### config.mk
export PLATFORM = sky130hd
export DESIGN_NAME = alu_arbiter_flat
export DESIGN_NICKNAME = d
export VERILOG_FILES = /design/src/rtl/alu_arb_pkg.sv /design/src/rtl/alu_arbiter_if.sv /design/src/rtl/alu_arbiter_rr_arb2.sv /design/src/rtl/alu_arbiter.sv /design/src/flat_wrapper.sv
export SDC_FILE = /design/constraint.sdc
export NUM_CORES = 1
export LEC_CHECK = 0
export ABC_AREA = 0
export ABC_CLOCK_PERIOD_IN_PS = 3400
export CAP_MARGIN = 20
export CORE_MARGIN = 3
export CORE_UTILIZATION = 35
export DETAILED_ROUTE_END_ITERATION = 8
export PLACE_DENSITY = 0.75
export REMOVE_ABC_BUFFERS = 1
export SLEW_MARGIN = 10
export SYNTH_ARGS = -nofsm -noshare
export SYNTH_HDL_FRONTEND = slang
export SYNTH_SLANG_ARGS = --single-unit
### constraint.sdc
create_clock -name clk -period 3.4 [get_ports clk]
set_clock_uncertainty 0.05 [all_clocks]
set_input_delay 1.02 -clock clk [delete_from_list [all_inputs] [get_ports clk]]
set_output_delay 1.02 -clock clk [all_outputs]
set_load 0.005 [all_outputs]
### src/rtl/alu_arb_pkg.sv
// Shared types and widths for the two-requester ALU arbiter.
package alu_arb_pkg;

  localparam int SEL_W = 2;
  localparam int OP_W  = 3;
  localparam int Q_W   = 4;
  localparam int ID_W  = 1;

  typedef enum logic [1:0] {
    IDLE,
    EXEC,
    RESP
  } state_t;

  typedef logic [ID_W-1:0] id_t;

endpackage

### src/rtl/alu_arbiter_if.sv
// Request, ALU and response signals between the arbiter and its surroundings.
// master = arbiter side, slave = front-end / ALU / result consumer side.
interface alu_arbiter_if;
  import alu_arb_pkg::*;

  logic             req0_valid;
  logic [SEL_W-1:0] req0_sel;
  logic [OP_W-1:0]  req0_a;
  logic [OP_W-1:0]  req0_b;
  logic             req0_ready;

  logic             req1_valid;
  logic [SEL_W-1:0] req1_sel;
  logic [OP_W-1:0]  req1_a;
  logic [OP_W-1:0]  req1_b;
  logic             req1_ready;

  logic [SEL_W-1:0] alu_sel;
  logic [OP_W-1:0]  alu_a;
  logic [OP_W-1:0]  alu_b;
  logic [Q_W-1:0]   alu_q;

  logic             rsp_valid;
  id_t              rsp_id;
  logic [Q_W-1:0]   rsp_q;
  logic             rsp_ready;

  modport master (
    input  req0_valid, req0_sel, req0_a, req0_b,
    output req0_ready,
    input  req1_valid, req1_sel, req1_a, req1_b,
    output req1_ready,
    output alu_sel, alu_a, alu_b,
    input  alu_q,
    output rsp_valid, rsp_id, rsp_q,
    input  rsp_ready
  );

  modport slave (
    output req0_valid, req0_sel, req0_a, req0_b,
    input  req0_ready,
    output req1_valid, req1_sel, req1_a, req1_b,
    input  req1_ready,
    input  alu_sel, alu_a, alu_b,
    output alu_q,
    input  rsp_valid, rsp_id, rsp_q,
    output rsp_ready
  );

endinterface

### src/rtl/alu_arbiter_rr_arb2.sv
// Combinational two-way picker producing a one-hot grant.
// ALU_ARB_FIXED_PRIO_EN: requester 0 always wins contention.
module rr_arb2 (
  input  logic [1:0] req,
  input  logic       last,
  input  logic       prio_fixed,
  output logic [1:0] grant
);

`ifdef ALU_ARB_FIXED_PRIO_EN
  logic unused_rr_inputs;
  assign unused_rr_inputs = last ^ prio_fixed;
`endif

  always_comb begin
    grant = 2'b00;
    case (req)
      2'b01: grant = 2'b01;
      2'b10: grant = 2'b10;
      2'b11: begin
`ifdef ALU_ARB_FIXED_PRIO_EN
        grant = 2'b01;
`else
        // last names the previous winner, so the other requester goes next
        grant = (prio_fixed || last) ? 2'b01 : 2'b10;
`endif
      end
      default: grant = 2'b00;
    endcase
  end

endmodule

### src/rtl/alu_arbiter.sv
// Shares one combinational ALU between two requesters; registers the operands,
// waits SETTLE_CYCLES, then returns the result. Option: ALU_ARB_FIXED_PRIO_EN.
module alu_arbiter #(
  parameter int SETTLE_CYCLES = 1,
  parameter int SEL_W         = alu_arb_pkg::SEL_W,
  parameter int OP_W          = alu_arb_pkg::OP_W,
  parameter int Q_W           = alu_arb_pkg::Q_W
) (
  input logic           clk,
  input logic           rst,
  alu_arbiter_if.master bus
);
  import alu_arb_pkg::*;

  localparam int CNT_W = (SETTLE_CYCLES > 1) ? $clog2(SETTLE_CYCLES) : 1;

  if (SETTLE_CYCLES < 1) begin : g_bad_settle
    $error("alu_arbiter: SETTLE_CYCLES must be >= 1");
  end
  if (SEL_W != alu_arb_pkg::SEL_W || OP_W != alu_arb_pkg::OP_W ||
      Q_W != alu_arb_pkg::Q_W) begin : g_bad_width
    $error("alu_arbiter: width parameters must match alu_arb_pkg");
  end

  state_t           state, state_nxt;
  logic [SEL_W-1:0] sel_r, sel_nxt;
  logic [OP_W-1:0]  a_r, a_nxt;
  logic [OP_W-1:0]  b_r, b_nxt;
  logic             valid_r, valid_nxt;
  id_t              id_r, id_nxt;
  logic [Q_W-1:0]   q_r, q_nxt;
  logic             last_grant, last_nxt;
  logic [CNT_W-1:0] cnt, cnt_nxt;
  logic [1:0]       grant;
  logic             ready0, ready1;

  rr_arb2 u_pick (
    .req        ({bus.req1_valid, bus.req0_valid}),
    .last       (last_grant),
    .prio_fixed (1'b0),
    .grant      (grant)
  );

  always_ff @(posedge clk) begin
    if (rst) begin
      state      <= IDLE;
      sel_r      <= '0;
      a_r        <= '0;
      b_r        <= '0;
      valid_r    <= 1'b0;
      id_r       <= '0;
      q_r        <= '0;
      last_grant <= 1'b1;
      cnt        <= '0;
    end else begin
      state      <= state_nxt;
      sel_r      <= sel_nxt;
      a_r        <= a_nxt;
      b_r        <= b_nxt;
      valid_r    <= valid_nxt;
      id_r       <= id_nxt;
      q_r        <= q_nxt;
      last_grant <= last_nxt;
      cnt        <= cnt_nxt;
    end
  end

  always_comb begin
    state_nxt = state;
    sel_nxt   = sel_r;
    a_nxt     = a_r;
    b_nxt     = b_r;
    valid_nxt = valid_r;
    id_nxt    = id_r;
    q_nxt     = q_r;
    last_nxt  = last_grant;
    cnt_nxt   = cnt;
    ready0    = 1'b0;
    ready1    = 1'b0;
    case (state)
      IDLE: begin
        ready0 = grant[0];
        ready1 = grant[1];
        if (grant[0]) begin
          sel_nxt   = bus.req0_sel;
          a_nxt     = bus.req0_a;
          b_nxt     = bus.req0_b;
          id_nxt    = 1'b0;
          last_nxt  = 1'b0;
          cnt_nxt   = CNT_W'(SETTLE_CYCLES - 1);
          state_nxt = EXEC;
        end else if (grant[1]) begin
          sel_nxt   = bus.req1_sel;
          a_nxt     = bus.req1_a;
          b_nxt     = bus.req1_b;
          id_nxt    = 1'b1;
          last_nxt  = 1'b1;
          cnt_nxt   = CNT_W'(SETTLE_CYCLES - 1);
          state_nxt = EXEC;
        end
      end
      EXEC: begin
        // ALU inputs have been stable for SETTLE_CYCLES once the count runs out
        if (cnt == '0) begin
          q_nxt     = bus.alu_q;
          valid_nxt = 1'b1;
          state_nxt = RESP;
        end else begin
          cnt_nxt = cnt - CNT_W'(1);
        end
      end
      RESP: begin
        if (bus.rsp_ready) begin
          valid_nxt = 1'b0;
          state_nxt = IDLE;
        end
      end
      default: state_nxt = IDLE;
    endcase
  end

  assign bus.req0_ready = ready0;
  assign bus.req1_ready = ready1;
  assign bus.alu_sel    = sel_r;
  assign bus.alu_a      = a_r;
  assign bus.alu_b      = b_r;
  assign bus.rsp_valid  = valid_r;
  assign bus.rsp_id     = id_r;
  assign bus.rsp_q      = q_r;

endmodule

### src/flat_wrapper.sv
// flat-port wrapper written by rule: the top's interface ports become plain ports
module alu_arbiter_flat import alu_arb_pkg::*;
#(
  parameter int SETTLE_CYCLES = 1,
  parameter int SEL_W         = alu_arb_pkg::SEL_W,
  parameter int OP_W          = alu_arb_pkg::OP_W,
  parameter int Q_W           = alu_arb_pkg::Q_W
)
  (clk, rst, bus_req0_valid, bus_req0_sel, bus_req0_a, bus_req0_b, bus_req0_ready, bus_req1_valid, bus_req1_sel, bus_req1_a, bus_req1_b, bus_req1_ready, bus_alu_sel, bus_alu_a, bus_alu_b, bus_alu_q, bus_rsp_valid, bus_rsp_id, bus_rsp_q, bus_rsp_ready);
  alu_arbiter_if bus_i ();
  input logic clk;
  input logic rst;
  input wire logic [$bits(bus_i.req0_valid)-1:0] bus_req0_valid;
  input wire logic [$bits(bus_i.req0_sel)-1:0] bus_req0_sel;
  input wire logic [$bits(bus_i.req0_a)-1:0] bus_req0_a;
  input wire logic [$bits(bus_i.req0_b)-1:0] bus_req0_b;
  output wire logic [$bits(bus_i.req0_ready)-1:0] bus_req0_ready;
  input wire logic [$bits(bus_i.req1_valid)-1:0] bus_req1_valid;
  input wire logic [$bits(bus_i.req1_sel)-1:0] bus_req1_sel;
  input wire logic [$bits(bus_i.req1_a)-1:0] bus_req1_a;
  input wire logic [$bits(bus_i.req1_b)-1:0] bus_req1_b;
  output wire logic [$bits(bus_i.req1_ready)-1:0] bus_req1_ready;
  output wire logic [$bits(bus_i.alu_sel)-1:0] bus_alu_sel;
  output wire logic [$bits(bus_i.alu_a)-1:0] bus_alu_a;
  output wire logic [$bits(bus_i.alu_b)-1:0] bus_alu_b;
  input wire logic [$bits(bus_i.alu_q)-1:0] bus_alu_q;
  output wire logic [$bits(bus_i.rsp_valid)-1:0] bus_rsp_valid;
  output wire logic [$bits(bus_i.rsp_id)-1:0] bus_rsp_id;
  output wire logic [$bits(bus_i.rsp_q)-1:0] bus_rsp_q;
  input wire logic [$bits(bus_i.rsp_ready)-1:0] bus_rsp_ready;
  assign bus_i.req0_valid = bus_req0_valid;
  assign bus_i.req0_sel = bus_req0_sel;
  assign bus_i.req0_a = bus_req0_a;
  assign bus_i.req0_b = bus_req0_b;
  assign bus_req0_ready = bus_i.req0_ready;
  assign bus_i.req1_valid = bus_req1_valid;
  assign bus_i.req1_sel = bus_req1_sel;
  assign bus_i.req1_a = bus_req1_a;
  assign bus_i.req1_b = bus_req1_b;
  assign bus_req1_ready = bus_i.req1_ready;
  assign bus_alu_sel = bus_i.alu_sel;
  assign bus_alu_a = bus_i.alu_a;
  assign bus_alu_b = bus_i.alu_b;
  assign bus_i.alu_q = bus_alu_q;
  assign bus_rsp_valid = bus_i.rsp_valid;
  assign bus_rsp_id = bus_i.rsp_id;
  assign bus_rsp_q = bus_i.rsp_q;
  assign bus_i.rsp_ready = bus_rsp_ready;
  alu_arbiter #(.SETTLE_CYCLES(SETTLE_CYCLES), .SEL_W(SEL_W), .OP_W(OP_W), .Q_W(Q_W)) u_core (.clk(clk), .rst(rst), .bus(bus_i));
endmodule
==> impl_metrics.json, run 1 <==
{
  "regToRegSetupSlack_ps": 1990,
  "syn_area_per_cell_um2": 9.22,
  "clk_pin_slew_worst_paths_ps": 100,
  "ctsLongestPathBuffers": 2,
  "netlist.area_leader.share_pct": 41.5,
  "clockRootBuffer": "sky130_fd_sc_hd__clkbuf_4",
  "design_area_um2": 1270,
  "syn_inst": 89,
  "final-max-slew-violation-count": 0,
  "grt_met2_use_pct": 23.9,
  "diodes": 0,
  "grt_max_degree": 18,
  "number_of_flops_mapped_to_enable_cells_by_yosys": 0,
  "critical_path.reg2reg.startpoint": "u_core.state[0]",
  "fp.dieH_um": 54.4,
  "cts-hold-fix-buffers": 0,
  "critical_path_data_required_time_ps": 2330,
  "drt_wl_total_um": 2040,
  "dieWidth_um": 54.4,
  "ir_drop_mv": 0.255,
  "synth_seq_area_share_pct": 41.5,
  "post_drt_via_cell_ratio": 5.15,
  "netlist.top_cell.by_area": "sky130_fd_sc_hd__dfxtp_1",
  "total_leakage_power_nw": 0.478,
  "postRouteAntennaNets": 0,
  "synth-seq-cells": 17,
  "post_route_cells_drive_above_1_share_pct": 13.2,
  "globalRoute.busiestLayer": "met2",
  "cp.buffers_inverters": 2,
  "avgRoutedWirePerCell_um": 13.0,
  "grt_pass1_vias": 734,
  "via_count": 803,
  "mappedNetlistArea_um2": 821,
  "critical_path_arrival_ps": 2220,
  "setup_viol_count_final": 0,
  "global_route.overflow_total": 0,
  "ys_dominant_reg_cell": "sky130_fd_sc_hd__dfxtp_1",
  "use_met3_pct": 4.09,
  "cpPeakStageDelay_ps": 480,
  "worst_path_max_delay_cell": "sky130_fd_sc_hd__clkdlybuf4s50_1",
  "max_cap_viol_count": 0,
  "boundaryPins": 41,
  "h-tree-depth": 1,
  "antenna_found_initial": 0,
  "syn2layout_area_growth_pct": 54.3,
  "met1_usage_pct": 19.2,
  "worst_hold_startpoint": "u_core.bus.rsp_q[0]",
  "outcome": "completed",
  "post-layout-total-power_mw": 0.496,
  "nFillCells": 197,
  "hold_path_class": "flop to flop",
  "yosysMostFrequentCell": "sky130_fd_sc_hd__dfxtp_1",
  "place.detailed.hpwl_um": 1520,
  "critPathLaunch": "bus_req1_valid",
  "achievable-frequency_ghz": 0.304,
  "finalNetCount": 155,
  "initial_core_util_pct": 39.4,
  "grt_pass1_wl_um": 3200,
  "proportion_of_synthesized_flip_flops_having_asynchronous_set_or_reset_pct": 0,
  "worst-setup-path-type": "primary input to output pin",
  "critical_path_launch_point_type": "primary input",
  "overall_global_routing_usage_pct": 14.9,
  "fin_setup_tns_ps": 0,
  "placement_rows": 16,
  "final_min_period_over_clock_period_pct": 96.8,
  "yosys.cell_types.count": 23,
  "io_buf_count": 40,
  "synthesis.yosys.warnings": 0,
  "critPathTopFamily": "buffers and inverters",
  "worst-path-max-fanout": 2,
  "ys_top_cells_by_count": "sky130_fd_sc_hd__dfxtp_1 (17), sky130_fd_sc_hd__a21oi_1 (10), sky130_fd_sc_hd__nor2_1 (10)",
  "slew-limit-headroom_pct": 47.8,
  "placement.cell_area_um2": 1240,
  "power.density_nw_per_um2": 392,
  "clock_latency_of_the_later_clocked_register_in_the_worst_skew_pair_ps": 280,
  "finalHoldViolations": 0,
  "finalWorstPathRequiredPeriod_ps": 3290,
  "synthTopCellsByArea": "sky130_fd_sc_hd__dfxtp_1 (41%), sky130_fd_sc_hd__a311oi_2 (15%), sky130_fd_sc_hd__a21oi_1 (6.1%)",
  "cts_post_setup_buffers_inserted": 0,
  "gp_routability_congestion": 0.758,
  "critical_path.endpoint_type": "output pin",
  "ctsResizeCount": 1,
  "clkSinkCount": 17,
  "clock_tree_from_tritoncts": "done",
  "dr.pass1.iters": 4,
  "worst_slew_pin_slew_ps": 780,
  "core_um2": 2080,
  "critical_path.cell_chain": "clkdlybuf4s50_1 -> or3b_1 -> a21oi_1 -> dlygate4sd2_1",
  "rsz0062_at_grt": "false",
  "numCtsBuffers": 3,
  "drtIter0Drc": 9,
  "design.die.area_um2": 2960,
  "drc": 0
}
[worst paths after layout]
path | to | cells past startpoint
max | bus_req1_ready | 4
min | u_core.bus.rsp_q[0] | 2
max reg2reg | u_core.bus.rsp_q[1] | 3
min reg2reg | u_core.bus.rsp_q[0] | 2
[report_power, final]
group          internal [mW]  total [mW]  switching (mW)
combinational         0.0923       0.153          0.0608
sequential             0.220       0.235          0.0150
clock                 0.0436       0.108          0.0644
total                  0.356       0.496           0.140
[layout make-up]
class | count | area (µm²) | share of cell area (%)
repair buffers | 44 | 432 | 34.1
multi-input cells | 62 | 425 | 33.6
flip-flops and latches | 17 | 340 | 26.9
well taps | 27 | 33.8 | 2.67
clock buffers | 3 | 22.5 | 1.78
inverters | 2 | 7.51 | 0.593
clock inverters | 1 | 5.00 | 0.395
[stage by stage]
stage | util (%) | setup slack (ps) | cells | hold WS [ps]
after floorplan | - | 820 | 81 | 427
after global placement | 59.4 | -151 | 152 | 425
after detailed placement | 59.4 | -164 | 152 | 435
after CTS | 60.7 | 0.962 | 156 | 461
after global routing | 60.8 | 29.7 | 156 | 481
final | 60.8 | 109 | 156 | 454
[registers in the layout, summed over array words and instances (netlist names)]
signal                cells
u_core.last_grant         1
u_core.bus.rsp_q          4
u_core.state              2
u_core.bus.rsp_id         1
u_core.bus.rsp_valid      1
u_core.bus.alu_sel        2
u_core.bus.alu_a          3
u_core.bus.alu_b          3
[kinds of logic (layout without fill, tap and decap cells)]
| kind of cell | after synthesis | count (layout) | synth area share [%] |
|---|---|---|---|
| and+or+nand+nor | 28 | 28 | 17.7 |
| buffers and inverters | 10 | 50 | 6.71 |
| AOI/OAI and AO/OA | 30 | 30 | 29.3 |
| DFF | 17 | 17 | 41.5 |
| muxes | 4 | 4 | 4.88 |
[worst reg2reg max path: cells and delay by family (launching register included)]
family / cells / cell delay, ps
AND/OR/NAND/NOR: 2 / 530
flip-flops: 1 / 450
multiplexers: 1 / 260
[per-layer routing]
layer / share of wire (%) / vias to the layer above / routed length, µm
li1: - / 405 / -
met1: 47 / 360 / 951
met2: 44 / 36 / 896
met3: 8.5 / 2 / 172
met4: 0.69 / 0 / 14
met5: 0 / - / 0
[placed cells by master, fill, tap and decap left out, drive strengths merged]
cell / instances
clkdlybuf4s50: 38
dfxtp: 17
a21oi: 10
nor2: 10
o21ai: 9
nand3: 8
a311oi: 8
mux2i: 4
buf: 4
nor2b: 3
clkbuf: 3
or3b: 2
inv: 2
nand2b: 1
and3: 1
or2: 1
and2: 1
nand2: 1
a32oi: 1
a211oi: 1
a211o: 1
clkinv: 1
dlymetal6s2s: 1
dlygate4sd2: 1
No activity file was read; power rests on OpenSTA's default activity.
==> run 2, diff against run 1 <==
--- a/config.mk
+++ b/config.mk
@@ -11,6 +11,7 @@
 export CORE_MARGIN = 3
 export CORE_UTILIZATION = 35
 export DETAILED_ROUTE_END_ITERATION = 8
+export MAX_ROUTING_LAYER = met4
 export PLACE_DENSITY = 0.75
 export REMOVE_ABC_BUFFERS = 1
 export SLEW_MARGIN = 10
==> run 2 against run 1 <==
Fmax is essentially flat. Cell area is the same. Sequential cell count is the same. Non-clock buffer count is the same. Sequential power is essentially flat. Total power shrank 0.11%. Via count grew 0.37%. Register-to-register slack is essentially flat. Combinational power is essentially flat. Routed wire length shrank 0.20%. Critical endpoint unchanged. Highest routed layer unchanged.
==> impl_metrics.json, run 2 (synthesized netlist as in run 1, its figures left out) <==
{
  "ir_drop_mv": 0.254,
  "critical_path_launch_point_type": "primary input",
  "register_area_um2": 340,
  "place.detailed.hpwl_um": 1520,
  "clockRootBuffer": "sky130_fd_sc_hd__clkbuf_4",
  "design.die.area_um2": 2960,
  "design_area_um2": 1270,
  "met3RoutedLength_um": 157,
  "top_layer_used": "met4",
  "post-layout-total-power_mw": 0.496,
  "fin_util_pct": 60.8,
  "cts_post_setup_buffers_inserted": 0,
  "finalWorstPathRequiredPeriod_ps": 3290,
  "syn2layout_area_growth_pct": 54.3,
  "boundaryPins": 41,
  "critical_path.cell_chain": "clkdlybuf4s50_1 -> or3b_1 -> a21oi_1 -> dlygate4sd2_1",
  "core_um2": 2080,
  "max_cap_viol_count": 0,
  "global_route.overflow_total": 0,
  "commonest_non_fill_non_tap_cells_in_the_layout": "sky130_fd_sc_hd__clkdlybuf4s50_1 (38), sky130_fd_sc_hd__dfxtp_1 (17), sky130_fd_sc_hd__a21oi_1 (10), sky130_fd_sc_hd__nor2_1 (10)",
  "post_route_cells_drive_above_1_share_pct": 13.2,
  "io_buf_count": 40,
  "fin_setup_tns_ps": 0,
  "drtIter0Drc": 10,
  "diodes": 0,
  "cts-hold-fix-buffers": 0,
  "initial_core_util_pct": 39.4,
  "worst-setup-path-type": "primary input to output pin",
  "numCtsBuffers": 3,
  "finalNetCount": 155,
  "critical_path_arrival_ps": 2220,
  "timing.hold.ws_ps": 454,
  "power.density_nw_per_um2": 391,
  "met1Wirelength_um": 968,
  "nFillCells": 197,
  "total_leakage_power_nw": 0.478,
  "largest_register_ff_count": 4,
  "postRouteAntennaNets": 0,
  "antenna_found_initial": 0,
  "drc": 0,
  "cpPeakStageDelay_ps": 480,
  "gp_routability_congestion": 0.768,
  "rsz0062_at_grt": "false",
  "most_common_cell_after_layout_fill_and_taps_aside": "sky130_fd_sc_hd__clkdlybuf4s50_1",
  "fp.dieH_um": 54.4,
  "outcome": "completed",
  "achievable-frequency_ghz": 0.304,
  "h-tree-depth": 1,
  "drt_wl_total_um": 2030,
  "overall_global_routing_usage_pct": 15.3,
  "placement_rows": 16,
  "via_count": 806,
  "slew-limit-headroom_pct": 47.8,
  "detailroute.wirelength.met2_um": 890,
  "final-max-slew-violation-count": 0,
  "final_min_period_over_clock_period_pct": 96.8,
  "worst_slew_pin_slew_ps": 781,
  "dr.pass1.iters": 4,
  "avgRoutedWirePerCell_um": 13.0,
  "critical_path_data_required_time_ps": 2330,
  "setup_viol_count_final": 0,
  "worst_path_max_delay_cell": "sky130_fd_sc_hd__clkdlybuf4s50_1",
  "grt_pass1_vias": 735,
  "critical_path.endpoint_type": "output pin",
  "clock_tree_from_tritoncts": "done",
  "multi_input_area_um2": 425,
  "finalHoldViolations": 0,
  "dieWidth_um": 54.4,
  "ctsLongestPathBuffers": 2,
  "worst-path-max-fanout": 2,
  "clk_pin_slew_worst_paths_ps": 100,
  "hold_path_class": "flop to flop",
  "grt_pass1_wl_um": 3190,
  "post_drt_via_cell_ratio": 5.17,
  "clock_latency_of_the_later_clocked_register_in_the_worst_skew_pair_ps": 280,
  "placement.cell_area_um2": 1240,
  "grt_max_degree": 18,
  "clkSinkCount": 17
}
==> run 2: cell counts in the layout (fill, tap and decap cells not counted) <==
Identical to the previous run, type by type.
==> run 2: final timing paths <==
path	startpoint	end	slack [ps]	cells past startpoint
setup / recovery	bus_req1_valid	bus_req1_ready	110	4
hold / removal	u_core.bus.rsp_q[0]	u_core.bus.rsp_q[0]	450	2
setup reg to reg	u_core.state[0]	u_core.bus.rsp_q[1]	1980	3
hold reg to reg	u_core.bus.rsp_q[0]	u_core.bus.rsp_q[0]	450	2
==> run 2: layer usage <==
metal | GRT usage [%] | vias up
li1 | - | 405
met2 | 23.9 | 36
met5 | - | -
met4 | 4.98 | 0
met1 | 19.5 | 363
met3 | 3.54 | 2
==> run 2: where the power goes <==
part | total, mW | switching (mW) | internal [mW]
clock | 0.107 | 0.0638 | 0.0436
combinational | 0.153 | 0.0608 | 0.0923
sequential | 0.235 | 0.0151 | 0.220
total | 0.496 | 0.140 | 0.356
==> run 2: stage by stage <==
stage | setup slack (ps) | cells
2_1_floorplan | 820 | 81
3_3_place_gp | -151 | 152
3_5_place_dp | -164 | 152
4_1_cts | 0.962 | 156
5_1_grt | 29.7 | 156
6_report | 109 | 156
==> run 2: layout make-up <==
cell class	instances	area share, %
Clock buffer	3	1.78
Timing Repair Buffer	44	34.1
Multi-Input combinational cell	62	33.6
Inverter	2	0.593
Clock inverter	1	0.395
Sequential cell	17	26.9
Tap cell	27	2.67
==> run 2: repair_timing <==
item	CTS	global route
hold endpoints to repair	0	0
setup endpoints to repair	1	1
resized for setup	1	1
==> run 2: critical path, delay by kind of cell <==
kind	cells	cell delay, ps
buf+inv	2	720
compound gates	1	110
simple gates	1	370
